**config.mk**
```make
export PLATFORM = sky130hd
export DESIGN_NAME = wb_arbiter2_flat
export DESIGN_NICKNAME = d
export VERILOG_FILES = /design/src/rtl/wb_arb_pkg.sv /design/src/rtl/if_wb.sv /design/src/rtl/wb_arb_watchdog.sv /design/src/rtl/wb_arbiter2.sv /design/src/flat_wrapper.sv
export SDC_FILE = /design/constraint.sdc
export NUM_CORES = 1
export LEC_CHECK = 0
export ABC_AREA = 1
export CAP_MARGIN = 10
export CORE_MARGIN = 2
export CORE_UTILIZATION = 35
export DETAILED_ROUTE_END_ITERATION = 8
export DONT_BUFFER_PORTS = 1
export GPL_TIMING_DRIVEN = 1
export PLACE_DENSITY = 0.61
export SYNTH_ARGS = -nofsm -noshare
export SYNTH_HDL_FRONTEND = slang
export SYNTH_SLANG_ARGS = --single-unit
```
**constraint.sdc**
```tcl
create_clock -name clk -period 2 [get_ports clk]
set_input_delay 0.5 -clock clk [delete_from_list [all_inputs] [get_ports clk]]
set_output_delay 0.5 -clock clk [all_outputs]
set_load 0.01 [all_outputs]
```
**src/rtl/wb_arb_pkg.sv**
```systemverilog
// wb_arb_pkg
//   Shared types and constants for the two-master Wishbone arbiter.
//   arb_state_t  : arbiter FSM encoding (IDLE, OWN0, OWN1)
//   ADR_W, DAT_W : Wishbone address / data widths
//   TIMEOUT_DAT  : read data returned with a watchdog-generated ack
package wb_arb_pkg;

  localparam int ADR_W = 16;
  localparam int DAT_W = 16;
  localparam logic [DAT_W-1:0] TIMEOUT_DAT = 16'hDEAD;

  typedef enum logic [1:0] {
    IDLE = 2'd0,
    OWN0 = 2'd1,
    OWN1 = 2'd2
  } arb_state_t;

endpackage

```
**src/rtl/if_wb.sv**
```systemverilog
// if_wb
//   Pipelined Wishbone B4 bundle. Signal names are seen from the master side:
//   dat_o is write data (master -> slave) and dat_i is read data (slave -> master).
//   modport master : drives adr/dat_o/we/cyc/stb, receives dat_i/stall/ack
//   modport slave  : the mirror image
interface if_wb;
  import wb_arb_pkg::*;

  logic [ADR_W-1:0] adr;
  logic [DAT_W-1:0] dat_o;
  logic [DAT_W-1:0] dat_i;
  logic             we;
  logic             cyc;
  logic             stb;
  logic             stall;
  logic             ack;

  modport master (output adr, dat_o, we, cyc, stb, input dat_i, stall, ack);
  modport slave  (input adr, dat_o, we, cyc, stb, output dat_i, stall, ack);

endinterface

```
**src/rtl/wb_arb_watchdog.sv**
```systemverilog
// wb_arb_watchdog
//   Counts cycles spent waiting for an ack while transfers are outstanding and
//   raises a one-cycle fire pulse after TIMEOUT silent cycles.
//   clk, rst : clock, asynchronous active-high reset
//   run      : at least one transfer outstanding
//   ack      : real ack seen on the shared bus this cycle
//   fire     : watchdog expiry, suppressed when a real ack arrives the same cycle
module wb_arb_watchdog #(
  parameter int TIMEOUT = 255
) (
  input  logic clk,
  input  logic rst,
  input  logic run,
  input  logic ack,
  output logic fire
);

  localparam int WD_W = $clog2(TIMEOUT + 1);

  logic [WD_W-1:0] wdog;

  assign fire = run & ~ack & (wdog == WD_W'(TIMEOUT));

  always_ff @(posedge clk or posedge rst) begin
    if (rst) begin
      wdog <= '0;
    end else if (!run || ack || fire) begin
      wdog <= '0;
    end else begin
      wdog <= wdog + 1'b1;
    end
  end

endmodule

```
**src/rtl/wb_arbiter2.sv**
```systemverilog
// wb_arbiter2
//   Round-robin arbiter sharing one pipelined Wishbone B4 bus between master 0
//   (CPU) and master 1 (DMA / debug loader). Ownership is held for the whole
//   cyc of the owner; accepted-but-unacked strobes are counted to limit the
//   pipeline depth and to drop acks that no longer belong to anyone.
//   clk, rst : clock, asynchronous active-high reset
//   m0, m1   : master ports (m0 wins the first tie after reset)
//   s        : shared bus towards the interconnect
//   gnt      : one-hot current owner, 2'b00 when idle or releasing
//   timeout  : one-cycle pulse when the watchdog fires
//   Build option: define WB_ARB_TIMEOUT_EN to include the ack watchdog.
//
//   state | meaning
//   IDLE  | no owner, both masters stalled
//   OWN0  | master 0 owns the shared bus
//   OWN1  | master 1 owns the shared bus
module wb_arbiter2
  import wb_arb_pkg::*;
#(
  parameter int MAX_OUTST = 4,
  parameter int CNT_W     = 3,
  parameter int TIMEOUT   = 255
) (
  input  logic       clk,
  input  logic       rst,
  if_wb.slave        m0,
  if_wb.slave        m1,
  if_wb.master       s,
  output logic [1:0] gnt,
  output logic       timeout
);

  arb_state_t       state, state_nxt;
  logic             last, last_nxt;
  logic [CNT_W-1:0] cnt, cnt_nxt;

  logic             own_cyc, own_stb, own_we;
  logic [ADR_W-1:0] own_adr;
  logic [DAT_W-1:0] own_dat;
  logic [DAT_W-1:0] dat_fwd;
  logic owned, at_limit, owner_stall, cnt_nz, rel;
  logic accept, ack_real, ack_any, ack_fwd, fire;

  always_comb begin
    own_cyc = 1'b0;
    own_stb = 1'b0;
    own_we  = 1'b0;
    own_adr = '0;
    own_dat = '0;
    unique case (state)
      OWN0: begin
        own_cyc = m0.cyc; own_stb = m0.stb; own_we = m0.we;
        own_adr = m0.adr; own_dat = m0.dat_o;
      end
      OWN1: begin
        own_cyc = m1.cyc; own_stb = m1.stb; own_we = m1.we;
        own_adr = m1.adr; own_dat = m1.dat_o;
      end
      default: ;
    endcase
  end

  assign owned       = (state != IDLE);
  assign at_limit    = (cnt == CNT_W'(MAX_OUTST));
  assign owner_stall = s.stall | at_limit;
  assign cnt_nz      = (cnt != '0);
  assign rel         = owned & ~own_cyc;

  // The strobe is masked at the limit so the slave never accepts a transfer
  // that the owner was told is stalled.
  assign s.cyc   = own_cyc;
  assign s.stb   = own_cyc & own_stb & ~at_limit;
  assign s.we    = own_we;
  assign s.adr   = own_adr;
  assign s.dat_o = own_dat;

  assign accept   = s.stb & ~owner_stall;
  // An ack with nothing outstanding is stale (from a released or reset cycle).
  assign ack_real = owned & s.ack & cnt_nz;
  assign ack_any  = ack_real | fire;
  assign ack_fwd  = ack_any & own_cyc;
  assign dat_fwd  = fire ? TIMEOUT_DAT : s.dat_i;

`ifdef WB_ARB_TIMEOUT_EN
  wb_arb_watchdog #(.TIMEOUT(TIMEOUT)) u_wdog (
    .clk  (clk),
    .rst  (rst),
    .run  (cnt_nz),
    .ack  (s.ack),
    .fire (fire)
  );
`else
  logic [31:0] unused_timeout;
  assign unused_timeout = 32'(TIMEOUT);
  assign fire = 1'b0;
`endif

  assign timeout = fire;
  // The releasing cycle reports no owner even though the state still names one.
  assign gnt = {(state == OWN1) & m1.cyc, (state == OWN0) & m0.cyc};

  always_comb begin
    m0.stall = 1'b1;
    m0.ack   = 1'b0;
    m0.dat_i = '0;
    m1.stall = 1'b1;
    m1.ack   = 1'b0;
    m1.dat_i = '0;
    if (state == OWN0) begin
      m0.stall = owner_stall;
      m0.ack   = ack_fwd;
      m0.dat_i = dat_fwd;
    end
    if (state == OWN1) begin
      m1.stall = owner_stall;
      m1.ack   = ack_fwd;
      m1.dat_i = dat_fwd;
    end
  end

  // last = 1 means master 1 owned most recently, so master 0 wins a tie.
  always_comb begin
    state_nxt = state;
    last_nxt  = last;
    unique case (state)
      IDLE: begin
        if (m0.cyc && m1.cyc) state_nxt = last ? OWN0 : OWN1;
        else if (m0.cyc)      state_nxt = OWN0;
        else if (m1.cyc)      state_nxt = OWN1;
      end
      OWN0: begin
        if (!m0.cyc) begin
          last_nxt  = 1'b0;
          state_nxt = m1.cyc ? OWN1 : IDLE;
        end
      end
      OWN1: begin
        if (!m1.cyc) begin
          last_nxt  = 1'b1;
          state_nxt = m0.cyc ? OWN0 : IDLE;
        end
      end
      default: state_nxt = IDLE;
    endcase
  end

  always_comb begin
    cnt_nxt = cnt;
    if (rel)                      cnt_nxt = '0;
    else if (accept && !ack_any)  cnt_nxt = cnt + 1'b1;
    else if (!accept && ack_any)  cnt_nxt = cnt - 1'b1;
  end

  always_ff @(posedge clk or posedge rst) begin
    if (rst) begin
      state <= IDLE;
      last  <= 1'b1;
      cnt   <= '0;
    end else begin
      state <= state_nxt;
      last  <= last_nxt;
      cnt   <= cnt_nxt;
    end
  end

endmodule

```
**src/flat_wrapper.sv**
```systemverilog
// flat-port wrapper written by rule: the top's interface ports become plain ports
module wb_arbiter2_flat import wb_arb_pkg::*;
#(
  parameter int MAX_OUTST = 4,
  parameter int CNT_W     = 3,
  parameter int TIMEOUT   = 255
)
  (clk, rst, gnt, timeout, m0_adr, m0_dat_o, m0_we, m0_cyc, m0_stb, m0_dat_i, m0_stall, m0_ack, m1_adr, m1_dat_o, m1_we, m1_cyc, m1_stb, m1_dat_i, m1_stall, m1_ack, s_adr, s_dat_o, s_we, s_cyc, s_stb, s_dat_i, s_stall, s_ack);
  if_wb m0_i ();
  if_wb m1_i ();
  if_wb s_i ();
  input  logic clk;
  input  logic rst;
  output logic [1:0] gnt;
  output logic timeout;
  input wire logic [$bits(m0_i.adr)-1:0] m0_adr;
  input wire logic [$bits(m0_i.dat_o)-1:0] m0_dat_o;
  input wire logic [$bits(m0_i.we)-1:0] m0_we;
  input wire logic [$bits(m0_i.cyc)-1:0] m0_cyc;
  input wire logic [$bits(m0_i.stb)-1:0] m0_stb;
  output wire logic [$bits(m0_i.dat_i)-1:0] m0_dat_i;
  output wire logic [$bits(m0_i.stall)-1:0] m0_stall;
  output wire logic [$bits(m0_i.ack)-1:0] m0_ack;
  input wire logic [$bits(m1_i.adr)-1:0] m1_adr;
  input wire logic [$bits(m1_i.dat_o)-1:0] m1_dat_o;
  input wire logic [$bits(m1_i.we)-1:0] m1_we;
  input wire logic [$bits(m1_i.cyc)-1:0] m1_cyc;
  input wire logic [$bits(m1_i.stb)-1:0] m1_stb;
  output wire logic [$bits(m1_i.dat_i)-1:0] m1_dat_i;
  output wire logic [$bits(m1_i.stall)-1:0] m1_stall;
  output wire logic [$bits(m1_i.ack)-1:0] m1_ack;
  output wire logic [$bits(s_i.adr)-1:0] s_adr;
  output wire logic [$bits(s_i.dat_o)-1:0] s_dat_o;
  output wire logic [$bits(s_i.we)-1:0] s_we;
  output wire logic [$bits(s_i.cyc)-1:0] s_cyc;
  output wire logic [$bits(s_i.stb)-1:0] s_stb;
  input wire logic [$bits(s_i.dat_i)-1:0] s_dat_i;
  input wire logic [$bits(s_i.stall)-1:0] s_stall;
  input wire logic [$bits(s_i.ack)-1:0] s_ack;
  assign m0_i.adr = m0_adr;
  assign m0_i.dat_o = m0_dat_o;
  assign m0_i.we = m0_we;
  assign m0_i.cyc = m0_cyc;
  assign m0_i.stb = m0_stb;
  assign m0_dat_i = m0_i.dat_i;
  assign m0_stall = m0_i.stall;
  assign m0_ack = m0_i.ack;
  assign m1_i.adr = m1_adr;
  assign m1_i.dat_o = m1_dat_o;
  assign m1_i.we = m1_we;
  assign m1_i.cyc = m1_cyc;
  assign m1_i.stb = m1_stb;
  assign m1_dat_i = m1_i.dat_i;
  assign m1_stall = m1_i.stall;
  assign m1_ack = m1_i.ack;
  assign s_adr = s_i.adr;
  assign s_dat_o = s_i.dat_o;
  assign s_we = s_i.we;
  assign s_cyc = s_i.cyc;
  assign s_stb = s_i.stb;
  assign s_i.dat_i = s_dat_i;
  assign s_i.stall = s_stall;
  assign s_i.ack = s_ack;
  wb_arbiter2 #(.MAX_OUTST(MAX_OUTST), .CNT_W(CNT_W), .TIMEOUT(TIMEOUT)) u_core (.clk(clk), .rst(rst), .m0(m0_i), .m1(m1_i), .s(s_i), .gnt(gnt), .timeout(timeout));
endmodule
```
# Word level (Yosys, flattened, before mapping)
# Index checks and enable logic that the tools add are counted.
# totals
register_bits	6
in_bits	90
# op_classes
add_sub_neg	2
eq_ne	6
muxes	26
bitwise_logic	13
reduce_logical	12
# ops
cell	count
$pmux W16 S2	2
$mux W16	2
$mux W2	7
$and A1 B1 Y1	9
$mux W3	3
$pmux W1 S2	4
$mux W1	7
$pmux W2 S3	1
$reduce_and A3 Y1	2
$reduce_bool A3 Y1	2
$ne A2 B2 Y1 const B	2
$ne A4 B3 Y1 const B	1
$reduce_bool A2 Y1	2
$add A3 B1 Y3 const B	1
$eq A3 B3 Y1 const B	1
$logic_and A1 B1 Y1	3
$not A1 Y1	3
$sub A3 B1 Y3 const B	1
$eq A2 B1 Y1 const B	1
$eq A2 B2 Y1 const B	1
$logic_not A1 Y1	2
$logic_not A2 Y1	1
$or A1 B1 Y1	1

# Longest topological paths before layout
# Gate-level depths: netlist of run 1.
# logic_depth
ltp_word	10
depth_mapped	18
mapped_depth_nobuf	17

# Worst setup path before layout of run 1
# Ideal clock, no wire load.
# synth_timing
kind	reg2reg
from	reg u_core.state[0]
to	reg u_core.cnt[2]
t_arrival_ns	2.000
required_time_ns	1.881
setup_slack_ns	-0.119
stages_incl_launch_ff	19
path_buffers	1
synth_period_minus_slack_ns	2.119
path_cell_list	dfrtp_1 > inv_1 > ha_1 > buf_4 > nand2_4 > nand2_4 > nand2_4 > nor2_2 > nand2_1 > nor2_2 > ha_1 > inv_1 > fa_1 > inv_1 > nand2_1 > nand3_1 > nand2_1 > nand2_1 > nor2_2
# synth_via
elab_chain_len	8
# synth_lines
element	line_no	source
start, declared	wb_arbiter2.sv:33	arb_state_t state, state_nxt;
start signal, assigned	wb_arbiter2.sv:160	state <= state_nxt;
$eq A2 B2 Y1 or $eq A2 B1 Y1 (tied branches)	wb_arbiter2.sv:50	unique case (state)
$pmux W1 S2	wb_arbiter2.sv:50	
$and A1 B1 Y1 (2 in a row)	wb_arbiter2.sv:72	assign s.stb = own_cyc & own_stb & ~at_limit;
$and A1 B1 Y1	wb_arbiter2.sv:77	assign accept = s.stb & ~owner_stall;
$logic_and A1 B1 Y1 or $logic_not A1 Y1 (tied branches)	wb_arbiter2.sv:150, wb_arbiter2.sv:151	
$mux W3 or $logic_and A1 B1 Y1 (tied branches)	wb_arbiter2.sv:150, wb_arbiter2.sv:151	
$mux W3 or $reduce_bool A3 Y1 (tied branches)	n/a	
end signal, assigned	wb_arbiter2.sv:162	cnt <= cnt_nxt;
end, declared	wb_arbiter2.sv:35	logic [CNT_W-1:0] cnt, cnt_nxt;
# Parallel ways exist; a longest one is shown, timed or not.
# A chain may end at the register's enable or synchronous reset.

# Worst setup path after layout of run 1
# Ends and elaborated chain as after synthesis.

==> reports/metrics.cfg, run 1 <==
[status]
status = finished, violations left
violations = negative setup slack

[clock_network]
hold_buffers = 0
cts.sinks = 6
clk_pin_slew_ns = 0.04
insertion_delay_ns = 0.22
ctsLongestPathBuffers = 2
cts_root_buf = clkbuf_8
cts_made_buffers = 3
cts_tree = done
htree_num_levels = 1

[power]
p_leak_nw = 1.004
power_frac_seq_pct = 7.9
p_comb_share_pct = 85.2
p_int_w = 0.001209
vdd_ir_drop_max_uv = 1046
total_power_w = 0.002752
clock_power_share_pct = 6.9
swShare_pct = 56.08
p_per_area_mw_per_mm2 = 1502
switchingPower_w = 0.001544

[floorplan]
core_mm2 = 0.003633
num_rows = 22
ioPinCount = 164
dieArea_mm2 = 0.004252
die_y_um = 65.21
die_x_um = 65.21
start_util_pct = 36.09

[yosys]
synth_top_flop_cell = dfrtp_1
synthSimpleGateAreaFrac_pct = 46.09
ys_types = 23
ys_warn_count = 0
async_flop_share_pct = 100.0
synth_top_cell_area_share_pct = 34.92
synthTopCellsByArea = nand2_1 (35%), inv_1 (14%), a21oi_1 (13%)
syn_area_per_cell_um2 = 5.043
syn_nets = 356
synth_top_family_by_area = simple AND/OR/NAND/NOR gates
syn_inst = 260
synth_seq_cells = 6
synth_most_common_cell = nand2_1
synth_common_cells = nand2_1 (122), inv_1 (48), a21oi_1 (33), buf_2 (13)
synth_edf_count = 0
synth.mux.area_fraction_pct = 0.7634
synth_fa_ha_area_share_pct = 6.298
synth_area_mm2 = 0.001311
yosysTopAreaCell = nand2_1
synth_xor_area_share_pct = 0.6679
synth_compound_area_share_pct = 13.36
seq_area_frac_synth_pct = 11.55

[route]
dr.first_iter.drc_count = 53
wl_mm = 4.266
vias = 1583
drc = 0
antenna_left = 0
first_pass_iters = 4
via_per_inst = 4.841
routedWlPerCell_um = 13.05

[sta]
rsz0062_at_grt = true
worst_clock_skew_ns = 0.008023
fin_crit_ns = 2.081
fin_ws_ns = -0.08075
fmax_mhz = 480.6
setup_violations = 4
fin_hold_ws_ns = 0.08715
slew_viol_final = 0
hold_violations = 0
period_share_pct = 104.0

[global_route]
antenna_found_initial = 0
grt_pass1_wl_mm = 5.533
grtUsageTotal_pct = 16.19
grt_pass1_vias = 1202
grt_max_degree = 34
gr-total-overflow = 0

[cells_and_area]
layout-drive-gt1-share_pct = 30.82
final_cells = 327
num_antenna_cells = 0
final_util_pct = 50.45
area_growth_pct = 39.79
fin_nets = 376

[placed_design]
post-place-ws_ns = -0.1330
io_buffers = 0
gp_congestion = 0.7346
dp_hpwl_mm = 3.161
dp_cells = 317

[setup_path]
timing.rr.start = u_core.state[0]$_DFFE_PP0P_
cp.arrival_ns = 2.19
critical_path_class = reg -> reg
start_kind = flip-flop
critical_path_peak_fanout = 3
worstPathRequired_ns = 2.11
cp-end-kind = flip-flop
crit_start = u_core.state[0]$_DFFE_PP0P_

[worst_hold_path]
hp-class = in -> async

[run]
drv_cap = 0

[placed cells by master, fill, tap and decap left out]
cell type	Yosys	routed
nand2_2	1	2
xor2_1	1	1
nand2_1	122	121
clkbuf_1	0	1
a21oi_4	0	1
buf_12	0	3
inv_1	48	44
nand2_4	4	4
nand3_1	4	4
nand3b_1	1	1
ha_4	0	3
mux2i_1	1	1
ha_1	5	1
nor2_4	0	1
nor3_1	3	3
ha_2	0	1
buf_4	2	21
inv_16	0	1
nor2_2	5	4
dfrtp_1	5	5
a21oi_1	33	3
a21oi_2	0	29
o21ai_0	2	2
clkbuf_8	0	3
conb_1	1	1
dfstp_2	1	1
buf_6	1	5
nand4_1	1	1
nor2_1	4	4
buf_8	0	1
bufbuf_16	0	1
fa_2	0	1
inv_2	1	4
[final cells by class]
cell class / count / area (um^2)
clock buffer: 4 / 45.04
fill: 362 / 1800
inverter: 49 / 200.2
multi-input combinational: 189 / 1055
sequential: 6 / 151.4
tap: 48 / 60.06
timing repair buffer: 31 / 321.6
[power by group through the flow]
stage               Sequential [W]  Clock, W  Combinational, W
detailed placement        0.000218         0           0.00180
CTS                       0.000216  0.000191           0.00212
floorplan                 0.000223         0           0.00135
global placement          0.000215         0           0.00178
global route              0.000223  0.000202           0.00256
finish                    0.000218  0.000189           0.00235
[worst paths after layout]
path                                               endpoint  slack [ns]  cells past startpoint
worst max-delay path              u_core.cnt[2]$_DFFE_PP0P_       -0.08                     17
worst min-delay path              u_core.cnt[0]$_DFFE_PP0P_        0.09                      1
worst max register to register    u_core.cnt[2]$_DFFE_PP0P_       -0.08                     17
worst min register to register      u_core.last$_DFFE_PP1P_        0.55                      2
max in group asynchronous           u_core.last$_DFFE_PP1P_        1.64                      1
min in group clk                u_core.state[0]$_DFFE_PP0P_        0.50                      4
[state kept, by name (all words and copies together) (netlist names)]
register and cells:
u_core.cnt 3, u_core.state 2, u_core.last 1
[stage by stage]
step | area [um^2] | setup TNS, ns
after global routing | 1833 | -0.7244
after detailed placement | 1490 | -0.2237
after CTS | 1699 | -0.1651
after floorplan | 1323 | -0.1400
after global placement | 1490 | -0.1188
final | 1833 | -0.1886
[layer usage]
| layer | global-route usage, % | wire length [um] | share of wire, % | vias up |
|---|---|---|---|---|
| met2 | 28.83 | 2249 | 53 | 75 |
| met4 | 2.604 | 27 | 0.63 | 0 |
| met5 | 0 | 0 | 0 | - |
| met3 | 1.199 | 212 | 5.0 | 2 |
| li1 | - | - | - | 803 |
| met1 | 21.68 | 1777 | 42 | 703 |
[cells by family (layout without fill, tap and decap cells)]
| kind of cell | Yosys count | count (layout) |
|---|---|---|
| and+or+nand+nor | 145 | 145 |
| buffers and inverters | 65 | 84 |
| AOI/OAI and AO/OA | 35 | 35 |
| adders and majority gates | 6 | 6 |
| DFF | 6 | 6 |
| other | 1 | 1 |
| xor gates and xnor gates | 1 | 1 |
| muxes | 1 | 1 |
[critical path, stage by stage, from the launching register on]
cell	delay, ns
dfrtp_1	0.40
inv_2	0.11
ha_4	0.17
nand2_4	0.06
nand2_4	0.06
nand2_4	0.05
nor2_4	0.07
nand2_2	0.06
nor2_2	0.08
ha_2	0.20
inv_2	0.04
fa_2	0.33
inv_1	0.06
nand2_1	0.06
nand3_1	0.07
nand2_1	0.05
nand2_1	0.06
nor2_2	0.03
[repair_timing]
action,4_1_cts,5_1_grt
resized for setup,24,36
pin swaps,2,3
setup endpoints to repair,37,32
gates cloned,1,0
buffers inserted,4,2
Power figures use the tool's default switching activity.
==> run 2, diff against run 1 <==
--- a/config.mk
+++ b/config.mk
@@ -7,7 +7,6 @@
 export LEC_CHECK = 0
 export ABC_AREA = 1
 export CAP_MARGIN = 10
-export CORE_MARGIN = 2
 export CORE_UTILIZATION = 35
 export DETAILED_ROUTE_END_ITERATION = 8
 export DONT_BUFFER_PORTS = 1
@@ -16,3 +15,4 @@
 export SYNTH_ARGS = -nofsm -noshare
 export SYNTH_HDL_FRONTEND = slang
 export SYNTH_SLANG_ARGS = --single-unit
+export TNS_END_PERCENT = 10
==> run 2 against run 1 <==
The run still ends with negative setup slack left. Clock skew fell by 0.0042 ns. Clock power up 3%. Routed wire length down 0.26%. Global-route usage is 1.9 points higher. Combinational power shrank 3%. Worst hold slack lost 0.012 ns. Sequential cell count is the same. Count of clock-buffer cells in the layout did not move. Sequential share of layout area is 0.17 points higher. Largest power group unchanged. Highest routed layer unchanged.
==> reports/metrics.cfg, run 2 (synthesis results as in run 1) <==
[route]
antenna_left = 0  ; unchanged
first_pass_iters = 4  ; unchanged
dr.first_iter.drc_count = 58  ; +9.4%
wl_mm = 4.255  ; -0.26%
drc = 0  ; unchanged
via_per_inst = 4.818  ; -0.47%
vias = 1590  ; +0.44%
routedWlPerCell_um = 12.89  ; -1.2%

[cells_and_area]
nFillCells = 365  ; +0.83%
reg_top3 = u_core.cnt x3, u_core.state x2, u_core.last x1
num_antenna_cells = 0  ; unchanged
final_common_cell = nand2_1
largest_register_ff_count = 3  ; unchanged
area_growth_pct = 37.02
final_cell_mix = nand2_1 (116), inv_1 (38), buf_4 (30)
regMostFlops = u_core.cnt
fin_nets = 381  ; +1.3%
layout-drive-gt1-share_pct = 34.51  ; +3.7 points

[run]
drv_cap = 0  ; unchanged

[setup_path]
timing.rr.start = u_core.state[1]$_DFFE_PP0P_
start_kind = flip-flop
crit_path_cell_trace = inv_2 -> ha_4 -> buf_4 -> buf_12 -> inv_1 -> nor3_1 -> buf_4
worstPathRequired_ns = 1.50  ; -0.61 ns
cpPeakStageDelay_ns = 0.39  ; about the same
crit_slowest_cell = dfrtp_1
cpMostUsedCell = buf_4
cp-end-kind = primary output
reg2reg_slack_ns = -0.06  ; +0.02 ns
critical_path_class = reg -> out
rr_worst_depth = 16  ; -1
critical_path_peak_fanout = 22  ; +19
cp.arrival_ns = 1.56  ; -0.63 ns
r2r_end = u_core.cnt[2]$_DFFE_PP0P_

[floorplan]
core_mm2 = 0.003468  ; -4.5%
die_x_um = 63.21  ; -3.1%
num_rows = 21  ; -4.5%
ioPinCount = 164  ; unchanged
start_util_pct = 37.81  ; +1.7 points
dieArea_mm2 = 0.003996  ; -6.0%
die_y_um = 63.21  ; -3.1%

[global_route]
antenna_found_initial = 0  ; unchanged
grt_pass1_wl_mm = 5.947  ; +7.5%
gr-total-overflow = 0  ; unchanged
grt_max_degree = 36  ; +5.9%
grtUsageTotal_pct = 18.06  ; +1.9 points
grt_pass1_vias = 1294  ; +7.7%

[status]
status = finished, violations left
violations = negative setup slack

[sta]
setup-tns-final_ns = -0.2358  ; -0.04719 ns
slew_viol_final = 0  ; unchanged
worst_clock_skew_ns = 0.003780  ; -0.004243 ns
rsz0062_at_grt = true
fin_hold_ws_ns = 0.07503  ; -0.01212 ns
fmax_mhz = 484.6  ; +0.83%
hold_violations = 0  ; unchanged
setup_violations = 6  ; +2
fin_crit_ns = 2.064  ; -0.01706 ns
fin_ws_ns = -0.06369  ; +0.01706 ns
period_share_pct = 103.2  ; -0.85 points

[power]
p_per_area_mw_per_mm2 = 1491  ; -0.67%
p_leak_nw = 1.000  ; -0.38%
vdd_ir_drop_max_uv = 712.1  ; -32%

[placed_design]
io_buffers = 0  ; unchanged
post-place-ws_ns = -0.1313  ; +0.001710 ns
dp_hpwl_mm = 3.265  ; +3.3%
gp_congestion = 0.7751  ; +5.5%

[clock_network]
cts_made_buffers = 3  ; unchanged
clk_pin_slew_ns = 0.04  ; about the same
htree_num_levels = 1  ; unchanged
ctsLongestPathBuffers = 2  ; unchanged
hold_buffers = 0  ; unchanged
cts_tree = done
cts.sinks = 6  ; unchanged
insertion_delay_ns = 0.23  ; about the same
cts_root_buf = clkbuf_8

[worst_hold_path]
hp-class = in -> async

==> run 2: cell count changes in the layout (fill, tap and decap cells not counted), moves of 3 or more <==
cell / before / now
inv_1: 44 / 38
a21oi_2: 29 / 25
a21oi_1: 3 / 8
buf_4: 21 / 30
inv_2: 4 / 11
nand2_1: 121 / 116
buf_6: 5 / 2
nand2_2: 2 / 7
==> run 2: critical path: cells and delay by family (launching register included) <==
kind | cells | cell delay, ns
simple gates | 1 | 0.19
fa+ha+maj | 1 | 0.16
buf+inv | 5 | 0.59
flops | 1 | 0.39
==> run 2: routing by layer <==
metal | GRT usage (%) | share of wire, % | vias up
li1 | - | - | 808
met1 | 24.15 | 43 | 724
met2 | 31.85 | 52 | 54
met3 | 1.630 | 4.3 | 4
met4 | 2.557 | 0.54 | 0
met5 | 0 | 0 | -
==> run 2: through the flow <==
step                      cells  total power (W)  instance area [um^2]  util [%]
after floorplan             260         0.001578                  1323         -
after global placement      319         0.002056                  1518     43.76
after detailed placement    319         0.002072                  1518     43.76
after CTS                   329         0.002492                  1680     48.45
after global routing        330         0.002908                  1797     51.80
final                       330         0.002680                  1797     51.80
==> run 2: worst max path at each step <==
stage	startpoint	to	slack (ns)
after floorplan	u_core.state[1]$_DFFE_PP0P_	u_core.cnt[2]$_DFFE_PP0P_	-0.1
after global routing	u_core.state[1]$_DFFE_PP0P_	u_core.cnt[2]$_DFFE_PP0P_	-0.21
after global placement	u_core.state[1]$_DFFE_PP0P_	u_core.cnt[2]$_DFFE_PP0P_	-0.08
final	u_core.state[1]$_DFFE_PP0P_	m0_ack	-0.06
after detailed placement	u_core.state[1]$_DFFE_PP0P_	u_core.cnt[2]$_DFFE_PP0P_	-0.13
after CTS	u_core.state[1]$_DFFE_PP0P_	u_core.cnt[2]$_DFFE_PP0P_	-0.07
==> run 2: final cells by class <==
type,count,area [um^2],area share [%]
clock buffer,4,45.04,2.507
multi-input combinational,189,1041,57.94
timing repair buffer,36,317.8,17.69
sequential,6,151.4,8.426
inverter,49,183.9,10.24
tap,46,57.56,3.203
==> run 2: power by group <==
part / leakage, nW / internal [W] / switching, W
clock: 0.0228 / 0.000138 / 0.0000579
sequential: 0.0775 / 0.000182 / 0.0000309
combinational: 0.900 / 0.000863 / 0.00141
total: 1.00 / 0.00118 / 0.00150
==> run 2: timing repair <==
item	CTS	global route
gates cloned	0	0
pin swaps	2	2
resized for setup	17	37
buffers inserted	6	1
endpoints found under the setup margin	37	43
